==> src/rtl/timeout_arbiter_pkg.sv <==
// timeout_arbiter_pkg
//   Shared definitions for the chess-clock blocks.
//   - ST_RUN / ST_DONE : arbiter state encoding
//   - QUAL_W           : width of a per-channel qualification counter
//   - loser_width()    : width of the LOSER index, max(1, clog2(n_ch))
package timeout_arbiter_pkg;

  localparam logic [0:0] ST_RUN  = 1'b0;
  localparam logic [0:0] ST_DONE = 1'b1;

  // GUARD may be as large as 255, so eight bits always hold the count
  localparam int QUAL_W = 8;

  function automatic int loser_width(input int n_ch);
    return (n_ch <= 2) ? 1 : $clog2(n_ch);
  endfunction

endpackage

==> src/rtl/timeout_arbiter_overflow_qualifier.sv <==
// overflow_qualifier
//   One channel of the timeout arbiter: a saturating count of consecutive
//   CE-qualified cycles with OVERFLOW high, and a sticky flag set on the
//   edge where that count reaches GUARD.
//   Ports:
//     clk      in  system clock, rising edge
//     clr      in  synchronous active-high reset
//     ce       in  clock enable for the counter
//     overflow in  timer-expired level for this channel
//     freeze   in  game over: counter and flag hold
//     flag     out sticky flagged status (registered)
//     set_now  out flag is being set on the coming edge
module overflow_qualifier #(
  parameter int GUARD = 1
) (
  input  logic clk,
  input  logic clr,
  input  logic ce,
  input  logic overflow,
  input  logic freeze,
  output logic flag,
  output logic set_now
);
  import timeout_arbiter_pkg::*;

  localparam logic [QUAL_W-1:0] GUARD_CNT = QUAL_W'(GUARD);

  logic [QUAL_W-1:0] count;

  // The sample that moves the counter from GUARD-1 to GUARD qualifies the
  // channel; a channel already flagged never reports a new set.
  assign set_now = ~freeze & ce & overflow & ~flag & (count == GUARD_CNT - 1'b1);

  always_ff @(posedge clk) begin
    if (clr) begin
      count <= '0;
      flag  <= 1'b0;
    end else if (!freeze && ce) begin
      if (overflow) begin
        if (count != GUARD_CNT) count <= count + 1'b1;
      end else begin
        count <= '0;
      end
      if (set_now) flag <= 1'b1;
    end
  end

endmodule

==> src/rtl/timeout_arbiter.sv <==
// timeout_arbiter
//   Watches N_CH player timers and decides when the game is over.
//   Each channel is qualified by an overflow_qualifier; this level holds
//   the RUN/DONE state machine, the lowest-index priority encoder that
//   picks LOSER and the popcount used by elimination mode.
//   Parameters: N_CH (2..16), GUARD (1..255), MODE (0 first flag, 1 elimination)
//   Ports:
//     CLK      in  system clock, rising edge
//     CLR      in  synchronous active-high reset
//     CE       in  clock enable for qualification counting
//     OVERFLOW in  per-channel timer-expired levels
//     END      out game over, sticky until CLR
//     FLAGS    out sticky per-channel flagged status
//     LOSER    out index of the first channel to flag
//     EVENT    out one-cycle pulse after any new flag
module timeout_arbiter import timeout_arbiter_pkg::*; #(
  parameter int N_CH  = 2,
  parameter int GUARD = 1,
  parameter int MODE  = 0
) (
  input  logic                          CLK,
  input  logic                          CLR,
  input  logic                          CE,
  input  logic [N_CH-1:0]               OVERFLOW,
  output logic                          END,
  output logic [N_CH-1:0]               FLAGS,
  output logic [loser_width(N_CH)-1:0]  LOSER,
  output logic                          EVENT
);

  localparam int LW = loser_width(N_CH);

  logic [0:0]      state;
  logic            freeze;
  logic [N_CH-1:0] set_vec;
  logic [N_CH-1:0] flags_next;
  logic [LW-1:0]   first_idx;
  logic [4:0]      pop_next;
  logic            end_next;

  assign freeze     = (state == ST_DONE);
  assign flags_next = FLAGS | set_vec;
  assign END        = (state == ST_DONE);

  for (genvar g = 0; g < N_CH; g++) begin : g_qual
    overflow_qualifier #(.GUARD(GUARD)) u_qual (
      .clk      (CLK),
      .clr      (CLR),
      .ce       (CE),
      .overflow (OVERFLOW[g]),
      .freeze   (freeze),
      .flag     (FLAGS[g]),
      .set_now  (set_vec[g])
    );
  end

  // Lowest index wins when several channels qualify together
  always_comb begin
    first_idx = '0;
    for (int i = N_CH - 1; i >= 0; i--) begin
      if (set_vec[i]) first_idx = LW'(i);
    end
  end

  always_comb begin
    pop_next = '0;
    for (int i = 0; i < N_CH; i++) begin
      pop_next = pop_next + 5'(flags_next[i]);
    end
  end

  // The end decision looks at the flags as they will be after this edge,
  // so END rises together with the deciding flag
  assign end_next = (MODE == 0) ? (|flags_next) : (pop_next >= 5'(N_CH - 1));

  always_ff @(posedge CLK) begin
    if (CLR) begin
      state <= ST_RUN;
      LOSER <= '0;
      EVENT <= 1'b0;
    end else begin
      EVENT <= |set_vec;
      if (FLAGS == '0 && |set_vec) LOSER <= first_idx;
      if (state == ST_RUN && end_next) state <= ST_DONE;
    end
  end

endmodule

==> config.mk <==
export PLATFORM = sky130hd
export DESIGN_NAME = timeout_arbiter
export DESIGN_NICKNAME = d
export VERILOG_FILES = /design/src/rtl/timeout_arbiter_pkg.sv /design/src/rtl/timeout_arbiter_overflow_qualifier.sv /design/src/rtl/timeout_arbiter.sv
export SDC_FILE = /design/constraint.sdc
export NUM_CORES = 1
export LEC_CHECK = 0
export BUFFER_PORTS_ARGS = -buffer_cell sky130_fd_sc_hd__buf_2
export CORE_MARGIN = 1.5
export CORE_UTILIZATION = 60
export DETAILED_ROUTE_END_ITERATION = 10
export PLACE_DENSITY = 0.87
export SYNTH_ARGS = -nofsm -noshare
export SYNTH_HDL_FRONTEND = slang
export SYNTH_SLANG_ARGS = --single-unit
export TNS_END_PERCENT = 1
==> constraint.sdc <==
create_clock -name CLK -period 1.85 [get_ports CLK]
set_input_delay 0.0925 -clock CLK [delete_from_list [all_inputs] [get_ports CLK]]
set_output_delay 0.0925 -clock CLK [all_outputs]
set_load 0.005 [all_outputs]
; Word level (Yosys, flattened, before mapping)
; Cells that the tools add are included.
[totals]
memories = 0
register_bits = 21
mem_bits_rw = 0
output_inout_bits = 5
latch_bits = 0
romBits = 0
word_cells = 43
[op_classes]
bitwise = 11
mul = 0
reduce_logical = 13
n_eq_ne = 4
n_shift = 0
n_lt_le_gt_ge = 0
div = 0
addsub = 2
mux = 6
[op_table]
columns = op, n
row1 = $mux W8, 4
row2 = $add A8 B1 Y8 const B, 2
row3 = $logic_not A8 Y1, 2
row4 = $ne A8 B1 Y1 const B, 2
row5 = $reduce_and A2 Y1, 4
row6 = $and A1 B1 Y1, 7
row7 = $ne A2 B1 Y1 const B, 2
row8 = $reduce_or A2 Y1, 2
row9 = $logic_and A1 B1 Y1, 3
row10 = $not A1 Y1, 3
row11 = $logic_not A2 Y1, 1
row12 = $mux W1, 2
row13 = $or A2 B2 Y2, 1
row14 = $logic_not A1 Y1, 1

; Logic depth before layout (Yosys ltp)
[depth]
ltp_word = 8
depth_mapped = 5

; By module
; From an unflattened synthesis, not the netlist that was laid out.
[unflattened]
cells_unflattened = 140
area_unflattened_um2 = 1199.9
[modules_own_cells]
columns = module, instances, area_each_um2, cells_each
row1 = overflow_qualifier at g_qual[0].u_qual, 1, 546.8, 63
row2 = overflow_qualifier at g_qual[1].u_qual, 1, 544.3, 66
row3 = timeout_arbiter, 1, 108.9, 11

; Least setup slack after synthesis
; No wires, ideal clock.
[synth_path]
path_kind = reg-to-reg
from = register g_qual[0].u_qual.count[0]
to = register LOSER
setup_time_ns = 0.116
path_buffers = 0
stages_incl_launch_ff = 6
synth_period_minus_slack_ns = 1.253
slack_ns = 0.597
arrival_ns = 1.136
path_cell_list = dfxtp_1 > inv_1 > ha_1 > nor4bb_1 > nand3_1 > o211a_1
[synth_between]
elab_chain_cells = 4
[synth_lines]
columns = item, line_no
row1 = "start, declared", timeout_arbiter_overflow_qualifier.sv:28  ; logic [QUAL_W-1:0] count;
row2 = "start signal, assigned", timeout_arbiter_overflow_qualifier.sv:40  ; if (count != GUARD_CNT) count <= count + 1'b1;
row3 = $logic_not A8 Y1 *, timeout_arbiter_overflow_qualifier.sv:32  ; assign set_now = ~freeze & ce & overflow & ~flag & (count == GUARD_CNT - 1'b1);
row4 = $and A1 B1 Y1 *, timeout_arbiter_overflow_qualifier.sv:32
row5 = $reduce_or A2 Y1, timeout_arbiter.sv:83  ; if (FLAGS == '0 && |set_vec) LOSER <= first_idx;
row6 = $logic_and A1 B1 Y1, timeout_arbiter.sv:83
row7 = "end signal, assigned", timeout_arbiter.sv:83
row8 = "end, declared", timeout_arbiter.sv:27  ; output logic [loser_width(N_CH)-1:0] LOSER,
; Mark *: on every way between the ends. The rest lies on a longest branch, timed or not.
; A chain may end at the register's enable or synchronous reset.

; Final worst setup path
[layout_path]
from = register g_qual[1].u_qual.count[0]
to = register g_qual[1].u_qual.flag
[layout_between]
elab_chain_cells = 3
[layout_lines]
columns = item, line_no
row1 = "start, declared", timeout_arbiter_overflow_qualifier.sv:28
row2 = "start signal, assigned", timeout_arbiter_overflow_qualifier.sv:40
row3 = $logic_not A8 Y1, timeout_arbiter_overflow_qualifier.sv:32
row4 = $and A1 B1 Y1, timeout_arbiter_overflow_qualifier.sv:32
row5 = $reduce_and A2 Y1 (no line), --
row6 = "end signal, assigned", timeout_arbiter_overflow_qualifier.sv:37  ; flag <= 1'b0;
row7 = "end signal, assigned", timeout_arbiter_overflow_qualifier.sv:44  ; if (set_now) flag <= 1'b1;
row8 = "end, declared", timeout_arbiter_overflow_qualifier.sv:21  ; output logic flag,
; No other way between the ends.

==> impl_metrics.py <==
metrics = {
    "status": {
        "status": "finished clean",
    },
    "finish": {
        "antennaDiodeCount": 0,
        "nets": 147,
        "layout-drive-gt1-share_pct": 11.11,
        "nFillCells": 146,
        "fin_util_pct": 68.82,
        "postLayoutCellArea_mm2": 0.001201,
        "synthToLayoutAreaGrowth_pct": 7.262,
    },
    "sta": {
        "whs_ps": 303.5,
        "rsz0062_at_grt": "false",
        "worst_slack_ps": 412.8,
        "final_max_slew_viol_count": 0,
        "setup_tns_ps": 0,
        "max_freq_ghz": 0.6958,
        "final.min_clock_period_ps": 1437,
        "clock_skew_ps": 1.740,
        "setup_viol": 0,
        "finalHoldViolCount": 0,
        "tightest_slew_ps": 446.0,
        "period_share_pct": 77.69,
        "relSlewSlack_pct": 70.04,
    },
    "synth": {
        "syn_nets": 138,
        "yosysWarnings": 0,
        "netlist_instances": 127,
        "synth.area.top_cells": "dfxtp_1 (38%), nand3_1 (7.2%), ha_1 (6.7%)",
        "synth_top_flop_cell": "dfxtp_1",
        "ys_async_sr_fraction_pct": 0,
        "syn_area_mm2": 0.001120,
        "synth-seq-cells": 21,
        "yosys.area.top_type_share_pct": 37.54,
        "seq_area_frac_synth_pct": 37.54,
        "syn_avg_cell_area_um2": 8.818,
        "ys_top_cells_by_count": "dfxtp_1 (21), nand3_1 (16), a21oi_1 (14), inv_1 (11)",
        "yosysTopAreaCell": "dfxtp_1",
        "synth_cell_types": 28,
        "synth_edf_count": 0,
        "yosysMostFrequentCell": "dfxtp_1",
    },
    "grt": {
        "grt_pass1_wl_mm": 3.360,
        "grt_remaining_overflow": 0,
        "grt_pass1_vias": 758,
        "grt_max_degree": 17,
        "grt_use_total_pct": 21.80,
        "grt_antenna_before_repair": 0,
    },
    "drt": {
        "antenna_left": 0,
        "drc_errors": 0,
        "vias": 945,
        "first_pass_iters": 4,
        "via_per_inst": 5.906,
        "wire_per_inst_um": 13.31,
        "drtIter0Drc": 18,
        "finalWirelength_mm": 2.129,
    },
    "flow_run": {
        "max_cap_violations": 0,
    },
    "setup_path": {
        "slowest_stage": "nor4bb_1",
        "start_kind": "flop",
        "cp_cell_sequence": "inv_1 -> ha_1 -> nor4bb_1 -> nand3_1 -> a21oi_1",
        "crit_fanout": 5,
        "crit_required_ps": 2090,
        "worst_path_largest_cell_delay_ps": 390,
        "cp.arrival_ps": 1680,
        "worst_setup_path_end_kind": "flop",
        "critPathKind": "flop to flop",
    },
    "placement": {
        "place_area_mm2": 0.001165,
        "io_buffers": 9,
        "pre_cts_ws_ps": 444.0,
        "place_congestion": 0.7861,
        "dpl.hpwl_mm": 1.551,
    },
    "clock_network": {
        "clk_path_buf_depth": 2,
        "path_clk_slew_ps": 110,
        "h-tree-depth": 1,
        "cts_setup_buffers": 0,
        "cts_made_buffers": 3,
        "tritoncts": "done",
        "clock_latency_ps": 300,
        "clkSinkCount": 21,
        "root_buffer": "clkbuf_4",
    },
    "die": {
        "core_area_mm2": 0.001745,
        "dieArea_mm2": 0.002134,
        "die_w_um": 46.20,
        "die_y_um": 46.20,
        "start_util_pct": 64.16,
        "io_pins": 10,
        "rows": 15,
    },
    "min_path": {
        "hp-class": "primary input to flop",
    },
    "power": {
        "power_leakage_nw": 0.4292,
        "peakVddDrop_mv": 0.5957,
        "power_density_mw_per_mm2": 728.2,
    },
}
worst max-delay path, delay by kind of cell (launching register included):
kind	cells	cell delay [ps]
DFF	1	370
adders and majority gates	1	150
and+or+nand+nor	2	590
AOI/OAI and AO/OA	1	180
buffers and inverters	1	90
per-layer routing:
layer	wire length, um	GRT usage, %	vias to the layer above
met5	0	0	-
met4	0	5.714	0
met3	81	7.843	0
met2	997	31.11	18
met1	1050	30.86	438
li1	-	-	489
layout by cell type, fill, tap and decap left out, types with 3 or more instances in the layout:
cell	synthesis	final
ha_1	6	6
a21oi_1	14	14
nand2_1	4	4
o21ai_0	6	6
dfxtp_1	21	21
inv_1	11	11
mux2i_1	6	6
or4_1	4	4
o31ai_1	4	4
buf_2	1	9
nand3_1	16	16
clkbuf_4	0	3
nor3_1	3	3
or3_1	6	6
state kept, by name, summed over array words and instances (netlist names):
signal,count
EVENT,1
LOSER,1
g_qual.u_qual.flag,2
END,1
g_qual.u_qual.count,16
final cells by class:
type                       instances  area, um^2  area share (%)
clock buffer                       4       26.28           2.188
inverter                          11       41.29           3.438
multi-input combinational         89       626.9           52.19
sequential                        21       420.4           35.00
tap                               25       31.28           2.604
timing repair buffer              10       55.05           4.583
worst paths after layout:
| check | from | end | slack, ps | cells after the start |
|---|---|---|---|---|
| setup / recovery | g_qual[1].u_qual.count[0]$_SDFFE_PP0P_ | g_qual[1].u_qual.flag$_SDFFE_PP0P_ | 410 | 5 |
| hold / removal | CE | g_qual[1].u_qual.count[4]$_SDFFE_PP0P_ | 300 | 4 |
| setup reg to reg | g_qual[1].u_qual.count[0]$_SDFFE_PP0P_ | g_qual[1].u_qual.flag$_SDFFE_PP0P_ | 410 | 5 |
| hold reg to reg | g_qual[1].u_qual.count[7]$_SDFFE_PP0P_ | g_qual[1].u_qual.count[7]$_SDFFE_PP0P_ | 500 | 2 |
power breakdown:
| part | switching, mW | internal, mW | total (mW) |
|---|---|---|---|
| registers | 0.0285 | 0.475 | 0.504 |
| clock network | 0.134 | 0.0841 | 0.218 |
| logic | 0.0831 | 0.0698 | 0.153 |
cells by family after synthesis:
kind of cell,synth area share [%]
muxes,5.363
and+or+nand+nor,27.93
DFF,37.54
AOI/OAI and AO/OA,15.98
buffers and inverters,6.480
adders and majority gates,6.704
stage by stage:
step                std cells  total power, mW
floorplan                 127           0.6225
global placement          155           0.6528
finish                    160           0.8747
detailed placement        155           0.6643
global route              160           0.9195
CTS                       160           0.8827
repair_timing:
item,CTS,global route
endpoints found under the hold margin,4,0
hold buffers,1,0
setup endpoints to repair,0,0
resized for setup,0,0
Note: power is estimated with default switching activity, not from simulation.
